--- src/rtl/obuf_writeback_packer_if.sv ---
// ============================================================================
// Module  : obuf_writeback_packer_if
// Purpose : OBUF beat input stream and DDR word output stream of the packer.
// Revision: 1.0
// ============================================================================
`default_nettype none

interface obuf_writeback_packer_if #(
    parameter int DDR_BANDWIDTH = 512,
    parameter int NUM_BANKS     = 8,
    parameter int DATA_WIDTH    = 8
);
    localparam int BEAT_W = NUM_BANKS * DATA_WIDTH;
    localparam int RATIO  = (BEAT_W > 0) ? (DDR_BANDWIDTH / BEAT_W) : 1;

    logic                     in_valid;
    logic                     in_ready;
    logic [BEAT_W-1:0]        in_data;
    logic                     in_last;
    logic                     out_valid;
    logic                     out_ready;
    logic [DDR_BANDWIDTH-1:0] out_data;
    logic [RATIO-1:0]         out_keep;
    logic                     out_last;

    modport master (
        output in_valid, in_data, in_last, out_ready,
        input  in_ready, out_valid, out_data, out_keep, out_last
    );

    modport slave (
        input  in_valid, in_data, in_last, out_ready,
        output in_ready, out_valid, out_data, out_keep, out_last
    );
endinterface

`default_nettype wire

--- src/rtl/obuf_writeback_packer.sv ---
// ============================================================================
// Module  : obuf_writeback_packer
// Purpose : Packs RATIO bank-interleaved OBUF beats into one DDR word, with
//           partial-word flush on in_last. Optional counters: OBUF_WB_PACK_STATS_EN.
// Revision: 1.0
// ============================================================================
`default_nettype none

module obuf_writeback_packer #(
    parameter int DDR_BANDWIDTH = 512,
    parameter int NUM_BANKS     = 8,
    parameter int DATA_WIDTH    = 8
) (
    input  logic                         clk,
    input  logic                         reset_n,
    obuf_writeback_packer_if.slave       bus
`ifdef OBUF_WB_PACK_STATS_EN
    ,
    input  logic                         stats_clr,
    output logic [31:0]                  word_count,
    output logic [31:0]                  stall_count
`endif
);

    localparam int BEAT_W    = NUM_BANKS * DATA_WIDTH;
    localparam int RATIO     = DDR_BANDWIDTH / BEAT_W;
    localparam int CNT_W     = (RATIO > 1) ? $clog2(RATIO) : 1;
    localparam int ACC_SLOTS = (RATIO > 1) ? (RATIO - 1) : 1;

    if ((RATIO < 1) || (RATIO * BEAT_W != DDR_BANDWIDTH)) begin : g_ratio_check
        $error("obuf_writeback_packer: DDR_BANDWIDTH must be an exact multiple >=1 of NUM_BANKS*DATA_WIDTH");
    end

    typedef enum logic [0:0] {
        ST_FILL = 1'b0,
        ST_WAIT = 1'b1
    } state_t;

    state_t                          state_q;
    logic [CNT_W-1:0]                beat_cnt_q;
    logic [ACC_SLOTS-1:0][BEAT_W-1:0] acc_q;
    logic                            pend_last_q;
    logic                            out_valid_q;
    logic [DDR_BANDWIDTH-1:0]        out_data_q;
    logic [RATIO-1:0]                out_keep_q;
    logic                            out_last_q;

    logic                            out_free;
    logic                            cnt_full;
    logic                            in_ready;
    logic                            accept;
    logic                            completing;
    logic [CNT_W-1:0]                beat_cnt_inc_d;
    logic [DDR_BANDWIDTH-1:0]        fill_word_d;
    logic [DDR_BANDWIDTH-1:0]        wait_word_d;
    logic [RATIO-1:0]                keep_d;

    assign out_free       = !out_valid_q || bus.out_ready;
    assign cnt_full       = (beat_cnt_q == CNT_W'(RATIO - 1));
    assign in_ready       = (state_q == ST_FILL) && (!cnt_full || out_free);
    assign accept         = bus.in_valid && in_ready;
    assign completing     = cnt_full || bus.in_last;
    assign beat_cnt_inc_d = beat_cnt_q + CNT_W'(1);

    // Slot s of the outgoing word: accumulated beat below beat_cnt, the live
    // beat at beat_cnt (fill path only), zero above.
    for (genvar s = 0; s < RATIO; s++) begin : g_slot
        localparam logic [CNT_W-1:0] SLOT = CNT_W'(s);

        assign keep_d[s] = (SLOT <= beat_cnt_q);

        if (s < RATIO - 1) begin : g_acc_slot
            assign fill_word_d[s*BEAT_W +: BEAT_W] =
                (SLOT <  beat_cnt_q) ? acc_q[s]    :
                (SLOT == beat_cnt_q) ? bus.in_data : '0;
            assign wait_word_d[s*BEAT_W +: BEAT_W] =
                (SLOT <= beat_cnt_q) ? acc_q[s] : '0;
        end else begin : g_top_slot
            assign fill_word_d[s*BEAT_W +: BEAT_W] =
                (SLOT == beat_cnt_q) ? bus.in_data : '0;
            assign wait_word_d[s*BEAT_W +: BEAT_W] = '0;
        end
    end

    always_ff @(posedge clk or negedge reset_n) begin
        if (!reset_n) begin
            state_q     <= ST_FILL;
            beat_cnt_q  <= '0;
            acc_q       <= '0;
            pend_last_q <= 1'b0;
            out_valid_q <= 1'b0;
            out_data_q  <= '0;
            out_keep_q  <= '0;
            out_last_q  <= 1'b0;
        end else begin
            if (out_valid_q && bus.out_ready) begin
                out_valid_q <= 1'b0;
            end

            case (state_q)
                ST_FILL: begin
                    if (accept) begin
                        if (!completing) begin
                            for (int s = 0; s < ACC_SLOTS; s++) begin
                                if (CNT_W'(s) == beat_cnt_q) begin
                                    acc_q[s] <= bus.in_data;
                                end
                            end
                            beat_cnt_q <= beat_cnt_inc_d;
                        end else if (out_free) begin
                            out_data_q  <= fill_word_d;
                            out_keep_q  <= keep_d;
                            out_last_q  <= bus.in_last;
                            out_valid_q <= 1'b1;
                            beat_cnt_q  <= '0;
                            acc_q       <= '0;
                        end else begin
                            // Early last beat with the output still occupied:
                            // park it in the accumulator until the slot frees.
                            for (int s = 0; s < ACC_SLOTS; s++) begin
                                if (CNT_W'(s) == beat_cnt_q) begin
                                    acc_q[s] <= bus.in_data;
                                end
                            end
                            pend_last_q <= 1'b1;
                            state_q     <= ST_WAIT;
                        end
                    end
                end

                ST_WAIT: begin
                    if (out_free) begin
                        out_data_q  <= wait_word_d;
                        out_keep_q  <= keep_d;
                        out_last_q  <= pend_last_q;
                        out_valid_q <= 1'b1;
                        beat_cnt_q  <= '0;
                        acc_q       <= '0;
                        pend_last_q <= 1'b0;
                        state_q     <= ST_FILL;
                    end
                end

                default: begin
                    state_q <= ST_FILL;
                end
            endcase
        end
    end

    assign bus.in_ready  = in_ready;
    assign bus.out_valid = out_valid_q;
    assign bus.out_data  = out_data_q;
    assign bus.out_keep  = out_keep_q;
    assign bus.out_last  = out_last_q;

`ifdef OBUF_WB_PACK_STATS_EN
    logic [31:0] word_count_q;
    logic [31:0] stall_count_q;

    always_ff @(posedge clk or negedge reset_n) begin
        if (!reset_n) begin
            word_count_q  <= '0;
            stall_count_q <= '0;
        end else if (stats_clr) begin
            word_count_q  <= '0;
            stall_count_q <= '0;
        end else begin
            if (out_valid_q && bus.out_ready) begin
                word_count_q <= word_count_q + 32'd1;
            end
            if (bus.in_valid && !in_ready) begin
                stall_count_q <= stall_count_q + 32'd1;
            end
        end
    end

    assign word_count  = word_count_q;
    assign stall_count = stall_count_q;
`endif

endmodule

`default_nettype wire
--- src/flat_wrapper.sv ---
// flat-port wrapper written by rule: the top's interface ports become plain ports
module obuf_writeback_packer_flat 
#(
    parameter int DDR_BANDWIDTH = 512,
    parameter int NUM_BANKS     = 8,
    parameter int DATA_WIDTH    = 8
)
  (clk, reset_n, bus_in_valid, bus_in_data, bus_in_last, bus_out_ready, bus_in_ready, bus_out_valid, bus_out_data, bus_out_keep, bus_out_last);
  obuf_writeback_packer_if #(.DDR_BANDWIDTH(DDR_BANDWIDTH), .NUM_BANKS(NUM_BANKS), .DATA_WIDTH(DATA_WIDTH)) bus_i ();
  input  logic clk;
  input  logic reset_n;
  input wire logic [$bits(bus_i.in_valid)-1:0] bus_in_valid;
  input wire logic [$bits(bus_i.in_data)-1:0] bus_in_data;
  input wire logic [$bits(bus_i.in_last)-1:0] bus_in_last;
  input wire logic [$bits(bus_i.out_ready)-1:0] bus_out_ready;
  output wire logic [$bits(bus_i.in_ready)-1:0] bus_in_ready;
  output wire logic [$bits(bus_i.out_valid)-1:0] bus_out_valid;
  output wire logic [$bits(bus_i.out_data)-1:0] bus_out_data;
  output wire logic [$bits(bus_i.out_keep)-1:0] bus_out_keep;
  output wire logic [$bits(bus_i.out_last)-1:0] bus_out_last;
  assign bus_i.in_valid = bus_in_valid;
  assign bus_i.in_data = bus_in_data;
  assign bus_i.in_last = bus_in_last;
  assign bus_i.out_ready = bus_out_ready;
  assign bus_in_ready = bus_i.in_ready;
  assign bus_out_valid = bus_i.out_valid;
  assign bus_out_data = bus_i.out_data;
  assign bus_out_keep = bus_i.out_keep;
  assign bus_out_last = bus_i.out_last;
  obuf_writeback_packer #(.DDR_BANDWIDTH(DDR_BANDWIDTH), .NUM_BANKS(NUM_BANKS), .DATA_WIDTH(DATA_WIDTH)) u_core (.clk(clk), .reset_n(reset_n), .bus(bus_i));
endmodule
--- config.mk ---
export PLATFORM = sky130hd
export DESIGN_NAME = obuf_writeback_packer_flat
export DESIGN_NICKNAME = d
export VERILOG_FILES = /design/src/rtl/obuf_writeback_packer_if.sv /design/src/rtl/obuf_writeback_packer.sv /design/src/flat_wrapper.sv
export SDC_FILE = /design/constraint.sdc
export NUM_CORES = 2
export LEC_CHECK = 0
export CAP_MARGIN = 20
export CORE_ASPECT_RATIO = 0.9
export CORE_UTILIZATION = 50
export DETAILED_ROUTE_END_ITERATION = 10
export PLACE_DENSITY = 0.77
export SLEW_MARGIN = 20
export SYNTH_ARGS = -nofsm -noshare
export SYNTH_HDL_FRONTEND = slang
export SYNTH_SLANG_ARGS = --single-unit
--- constraint.sdc ---
create_clock -name clk -period 2.65 [get_ports clk]
set_clock_uncertainty 0.2 [all_clocks]
set_input_delay 0.3975 -clock clk [delete_from_list [all_inputs] [get_ports clk]]
set_output_delay 0.3975 -clock clk [all_outputs]
set_load 0.05 [all_outputs]
## Word-level counts from Yosys, hierarchy flattened

Index checks and enable logic that the tools add are counted.
Widths: inputs -> output; s select.

| storage, ports and cells | value |
|---|---|
| register bits | 975 |
| input bits | 69 |
| output and inout port bits | 523 |
| word-level logic and storage cells | 123 |

| operators by class | value |
|---|---|
| add/sub/neg operators | 1 |
| $lt $le $gt $ge | 15 |
| equality and inequality tests | 13 |
| muxes and demuxes | 66 |
| bitwise operators | 1 |
| reduce and logical (&&, ||, !) cells | 13 |

Operators by type and width:

| operator | count |
|---|---|
| $mux 512 | 4 |
| $mux 64 | 29 |
| $mux 448 | 4 |
| $pmux 512 s2 | 1 |
| $pmux 448 s2 | 1 |
| $mux 8 | 3 |
| $pmux 8 s2 | 1 |
| $mux 1 | 15 |
| $eq 3x3->1 const A | 4 |
| $le 3x3->1 const A | 4 |
| $lt 3x3->1 const A | 3 |
| $mux 3 | 3 |
| $pmux 1 s2 | 4 |
| $reduce_and 4->1 | 2 |
| $eq 2x3->1 const A | 2 |
| $le 1x3->1 const A | 2 |
| $le 2x3->1 const A | 2 |
| $lt 1x3->1 const A | 2 |
| $lt 2x3->1 const A | 2 |
| $ne 2x1->1 const B | 3 |
| $pmux 3 s2 | 1 |
| $ne 2x2->1 const B | 2 |
| $reduce_and 2->1 | 2 |
| $add 3x1->3 const B | 1 |
| 7 further kinds | 12 |

## Logic depth before layout (Yosys ltp)

| logic depth | value |
|---|---|
| word-level depth | 7 |
| depth in mapped cells | 13 |
| gate-level depth less buffers | 7 |

## Worst setup path after synthesis

OpenSTA, ideal clock, no wires.

| timing path | value |
|---|---|
| kind | reg-to-reg |
| start point | reg u_core.state_q |
| end point | reg u_core.out_data_q[254], in the netlist u_core.bus.out_data[254] |
| setup time | 0.126 ns |
| arrival time | 2.380 ns |
| required time | 2.324 ns |
| setup slack | -0.056 ns |
| cell stages (with the launch flop) | 14 |
| path buffers | 7 |
| clock period less this slack | 2.706 ns |
| path through | dfrtp_1 buf_2 inv_1 buf_4 buf_2 buf_1 ha_1 nor2_1 o221ai_2 buf_4 buf_4 buf_2 a221oi_1 nor2_1 |

| between the ends | value |
|---|---|
| cells in the longest elaborated chain, start to end | 5 |
| elaborated cells on any way between the ends | 9 |
| those cells by class | eq/ne: 4; mux: 1; bitwise: 1; reduce/logical: 3 |

Ends and longest elaborated chain:

| element | RTL line | source |
|---|---|---|
| start, declared | obuf_writeback_packer.sv:39 | `state_t state_q;` |
| start signal, assigned | obuf_writeback_packer.sv:87 | `state_q <= ST_FILL;` |
| start signal, assigned | obuf_writeback_packer.sv:126 | `state_q <= ST_WAIT;` |
| start signal, assigned | obuf_writeback_packer.sv:140 | `state_q <= ST_FILL;` |
| $not 1->1 | obuf_writeback_packer.sv:60, obuf_writeback_packer.sv:100 |  |
| $logic_and 1x1->1 | obuf_writeback_packer.sv:60 | `assign in_ready = (state_q == ST_FILL) && (!cnt_full \|\| out_free);` |
| $logic_and 1x1->1 | obuf_writeback_packer.sv:61 | `assign accept = bus.in_valid && in_ready;` |
| $ne 2x1->1 (no line) | -- |  |
| $reduce_and 4->1 (no line) | -- |  |
| end signal, assigned | obuf_writeback_packer.sv:111 | `out_data_q <= fill_word_d;` |
| end signal, assigned | obuf_writeback_packer.sv:133 | `out_data_q <= wait_word_d;` |
| end, declared | obuf_writeback_packer.sv:44 | `logic [DDR_BANDWIDTH-1:0] out_data_q;` |

Several ways; a longest one is shown, not always the timed one.
A chain may end at the register's enable or synchronous reset.

## Worst setup path after layout

| timing path | value |
|---|---|
| start point | reg u_core.beat_cnt_q[0] |
| end point | reg u_core.out_data_q[124], in the netlist u_core.bus.out_data[124] |

| between the ends | value |
|---|---|
| cells in the longest elaborated chain, start to end | 7 |
| elaborated cells on any way between the ends | 20 |
| those cells by class | order compare: 2; eq/ne: 4; mux: 8; reduce/logical: 6 |

Ends and longest elaborated chain:

| element | RTL line | source |
|---|---|---|
| start, declared | obuf_writeback_packer.sv:40 | `logic [CNT_W-1:0] beat_cnt_q;` |
| start signal, assigned | obuf_writeback_packer.sv:109 | `beat_cnt_q <= beat_cnt_inc_d;` |
| $eq 3x3->1 * | obuf_writeback_packer.sv:59 | `assign cnt_full = (beat_cnt_q == CNT_W'(RATIO - 1));` |
| named net u_core.cnt_full | obuf_writeback_packer.sv:49 | `logic cnt_full;` |
| $logic_not 1->1 | obuf_writeback_packer.sv:60 |  |
| $logic_or 1x1->1 | obuf_writeback_packer.sv:60 |  |
| $logic_and 1x1->1 | obuf_writeback_packer.sv:60 |  |
| $logic_and 1x1->1 | obuf_writeback_packer.sv:61 |  |
| $ne 2x1->1 (no line) | -- |  |
| $reduce_and 4->1 (no line) * | -- |  |

Mark *: on every way through the listed nets, which the timed path passes. The rest lies on a longest branch. The select of a mux whose other input is x is not followed.

==> results by stage <==
Clocking:
- The worst-case clock buffer depth is 3.
- The total number of H-tree levels is 3.
- The CTS clock-pin slew for the worst setup and hold paths is 70 ps.
- Clock latency on the worst-skew pair, taken at its later pin, is 670 ps.
- The total clock sinks is 975.
- The root buffer cell chosen for the clock tree is sky130_fd_sc_hd__clkbuf_16.
- The CTS buffer count is 98.
- The TritonCTS clock tree is done.

Detailed routing:
- Using the TritonRoute via totals, the vias-per-cell ratio works out to 6.723.
- The remaining design rule violation count is 0.
- The number of violations reported at the end of detailed-routing iteration 0 is 5546.
- After detailed routing, the average wire length per cell comes to 27.66 µm.
- The first detailed-routing pass took 6 iterations.
- The number of antenna-violating nets in the routed design is 0.
- The sum of routed wire length over all layers is 160900 µm.
- The number of vias in the routed layout is 39110.

Final layout:
- The non-filler instance count after layout is 5818.
- The post-route cell area is 0.05591 mm².
- In the final layout, the share of cells above drive strength 1 is 12.60%.
- After the last flow step, the layout net total stands at 4681.
- The layout overhead on the synthesized area is 31.06%.

Yosys:
- The flip-flop cell with the highest count after synthesis is sky130_fd_sc_hd__dfrtp_1.
- The number of different library cells in the post-synthesis netlist is 45.
- The post-synthesis cell area is 0.04266 mm².
- The synthesized design contains 975 register bits.
- The number of flops mapped to enable cells by yosys is 0.
- The net count of the mapped netlist is 4124.
- The fraction of registers with async set/reset is 100.0%.
- The share of the yosys chip area belonging to registers is 57.20%.
- By count the netlist is led by sky130_fd_sc_hd__dfrtp_1, sky130_fd_sc_hd__a22o_1, sky130_fd_sc_hd__nand2_1, sky130_fd_sc_hd__nor2_1, sky130_fd_sc_hd__clkbuf_1.
- A synthesized cell averages 10.53 µm².
- Sorting the synthesized cells by area gives the leading types as sky130_fd_sc_hd__dfrtp_1, sky130_fd_sc_hd__a22o_1, sky130_fd_sc_hd__nand2_1, sky130_fd_sc_hd__a221oi_1, sky130_fd_sc_hd__nor2_1.
- The biggest area contributor in the post-synthesis netlist is sky130_fd_sc_hd__dfrtp_1.
- The most common cell in the synthesized netlist is sky130_fd_sc_hd__dfrtp_1.
- The share of the synthesized area in the top cell type is 57.20%.
- Yosys printed 0 warnings.
- The synthesized netlist cell count is 4049.

GRT:
- The global-route wire length before repair is 234100 µm.
- The global-route total usage across every layer is 35.44%.
- The number of antenna violations at the first check in global routing came to 6.
- The number of global-route vias before repair was 37400.
- Global routing finished with a remaining overflow of 0.
- The pin count of the biggest net entering global routing is 125.

Floorplanning:
- The die is 279.1 µm tall.
- The die covers 0.08649 mm².
- The standard cell core area is 0.08442 mm².
- The I/O pin count is 592.
- The count of standard-cell rows is 101.
- In this run the horizontal extent of the chip is 309.9 µm.
- Once the floorplan was initialized, standard cells occupied 50.53% of the core.

Place:
- The total cell area at the placement stage is 0.05162 mm².
- The final HPWL from detailed placement is 96380 µm.
- Including well taps, the total number of placed cells is 5610.
- The port buffer count is 591.
- At the end of routability-driven placement, the weighted congestion stood at 0.8557.

STA:
- After layout, the worst path uses 99.53% of the clock period.
- Setup repair after global routing could not meet its margin everywhere.
- The final hold violation count is 0.
- Headroom to the max-slew limit came out at 32.06%.
- The clock period minus worst slack is 2638 ps.
- Setup violations remaining at the end of the flow were counted as 0.
- The final count of pins violating max slew is 0.
- The tightest hold path in the finished design has a slack of 27.76 ps.
- The slew of the pin with the lowest slew margin is 1019 ps.
- The achievable clock frequency is 379.1 MHz.

Worst setup path:
- The largest fanout of any net on the critical path is 11.
- For the worst setup path, the data arrival time is 2970 ps.
- The worst setup path is launched from a register.
- The setup path with the least slack is of type register to register.
- In this run the critical register-to-register path is launched from u_core.beat_cnt_q[0].
- The endpoint kind of the worst setup timing path is a register.
- The data required time at the worst endpoint is 2980 ps.
- The start point of the critical path is u_core.beat_cnt_q[0].

Power:
- The analysis attributes to net switching a power of 18450 µW.
- The share of total power dissipated in the clock network is 29.5%.
- The worst voltage drop across the vdd grid is 0.5644 mV.
- Power spread over the standard cell area amounts to 869.7 mW/mm².
- The combinational cell fraction of total power is 32.3%.
- The internal portion of total power is 30170 µW.
- The part of the power in registers is 38.3%.
- Summed over all cells, the static leakage comes to 0.02457 µW.
- Net switching is 37.95% of the power.

Run status:
- The run finished with clean final reports.

Run:
- Across the run, the number of max-cap violations was 0.

Worst hold path:
- The class of the tightest hold or removal check is input port to async pin.
[area by class of cell]
type | count | area [µm²]
clock inverter | 32 | 420.4
inverter | 7 | 37.54
timing repair buffer | 923 | 10030
multi-input combinational | 2601 | 16690
fill | 6348 | 28510
antenna | 2 | 5.005
sequential | 975 | 24410
clock buffer | 145 | 2892
tap | 1133 | 1418
[path summary, 6_finish.rpt]
check	to	cells after the start	slack, ps
min reg2reg	u_core.bus.out_data[406]	2	280
min	u_core.acc_q[262]	2	30
max reg2reg	u_core.bus.out_data[124]	12	10
max in group asynchronous	u_core.acc_q[24]	3	1170
max	u_core.bus.out_data[124]	12	10
min in group clk	u_core.bus.out_data[406]	2	280
[worst max-delay path, stage by stage (launching register included)]
cell and delay, ps:
sky130_fd_sc_hd__dfrtp_4 480, sky130_fd_sc_hd__ha_2 200, sky130_fd_sc_hd__ha_2 190, sky130_fd_sc_hd__buf_6 140, sky130_fd_sc_hd__nand2b_4 80, sky130_fd_sc_hd__o221ai_4 120, sky130_fd_sc_hd__buf_12 170, sky130_fd_sc_hd__buf_12 140
sky130_fd_sc_hd__buf_12 120, sky130_fd_sc_hd__buf_16 160, sky130_fd_sc_hd__buf_4 150, sky130_fd_sc_hd__a221oi_1 250, sky130_fd_sc_hd__nor2_1 90
[registers in the layout, summed over array words and instances, names as in the netlist]
register	cells
u_core.bus.out_keep	8
u_core.bus.out_valid	1
u_core.pend_last_q	1
u_core.state_q	1
u_core.bus.out_last	1
u_core.acc_q	448
u_core.bus.out_data	512
u_core.beat_cnt_q	3
[routing by layer]
| metal | wire, µm | vias to the layer above | GRT usage (%) |
|---|---|---|---|
| li1 | - | 16030 | - |
| met1 | 61460 | 19530 | 49.22 |
| met2 | 71400 | 3082 | 52.53 |
| met3 | 20490 | 469 | 8.455 |
| met4 | 7531 | 6 | 16.42 |
| met5 | 32 | - | 0 |
[power by group through the flow]
stage / Combinational, µW / Sequential, µW / Clock, µW
2_1_floorplan: 4980 / 22200 / 0
3_3_place_gp: 14800 / 18700 / 0
3_5_place_dp: 15000 / 18700 / 0
4_1_cts: 15200 / 18500 / 14400
5_1_grt: 16400 / 18700 / 15000
6_report: 15700 / 18600 / 14300
[metrics by stage]
stage | utilization [%] | setup WS (ps) | TNS [ps] | power (µW)
4_1_cts | 65.42 | -58.32 | -66.19 | 48050
3_3_place_gp | 61.15 | -138.1 | -16270 | 33490
6_report | 66.23 | 12.40 | 0 | 48620
2_1_floorplan | - | 46.29 | 0 | 27170
3_5_place_dp | 61.15 | -206.3 | -40360 | 33710
5_1_grt | 66.22 | -63.97 | -496.6 | 50070
[cell families (layout without fill, tap and decap cells)]
family / after synthesis / count (layout) / share of synthesized area, %
mux: 4 / 4 / 0.1027
fa+ha+maj: 6 / 6 / 0.1760
flops: 975 / 975 / 57.20
compound gates: 1569 / 1569 / 27.80
other cells: 0 / 2 / 0
buf+inv: 473 / 1107 / 4.910
simple gates: 1022 / 1022 / 9.815
[placed cells by master, fill, tap and decap left out, types with 123 or more instances in the layout]
cell	instances
sky130_fd_sc_hd__a21oi_1	190
sky130_fd_sc_hd__nor2_1	395
sky130_fd_sc_hd__a221oi_1	151
sky130_fd_sc_hd__buf_4	206
sky130_fd_sc_hd__nand2_1	462
sky130_fd_sc_hd__o21ai_0	209
sky130_fd_sc_hd__a22oi_1	190
sky130_fd_sc_hd__a22o_1	638
sky130_fd_sc_hd__o31ai_1	123
sky130_fd_sc_hd__clkdlybuf4s50_1	584
sky130_fd_sc_hd__dfrtp_1	971
[timing repair]
action	4_1_cts	5_1_grt
buffers inserted	5	10
gates cloned	4	10
pin swaps	4	1
setup endpoints to repair	246	341
hold endpoints to repair	704	0
hold buffers	1	0
resized for setup	17	74
Note: power is estimated with default switching activity, not from simulation.
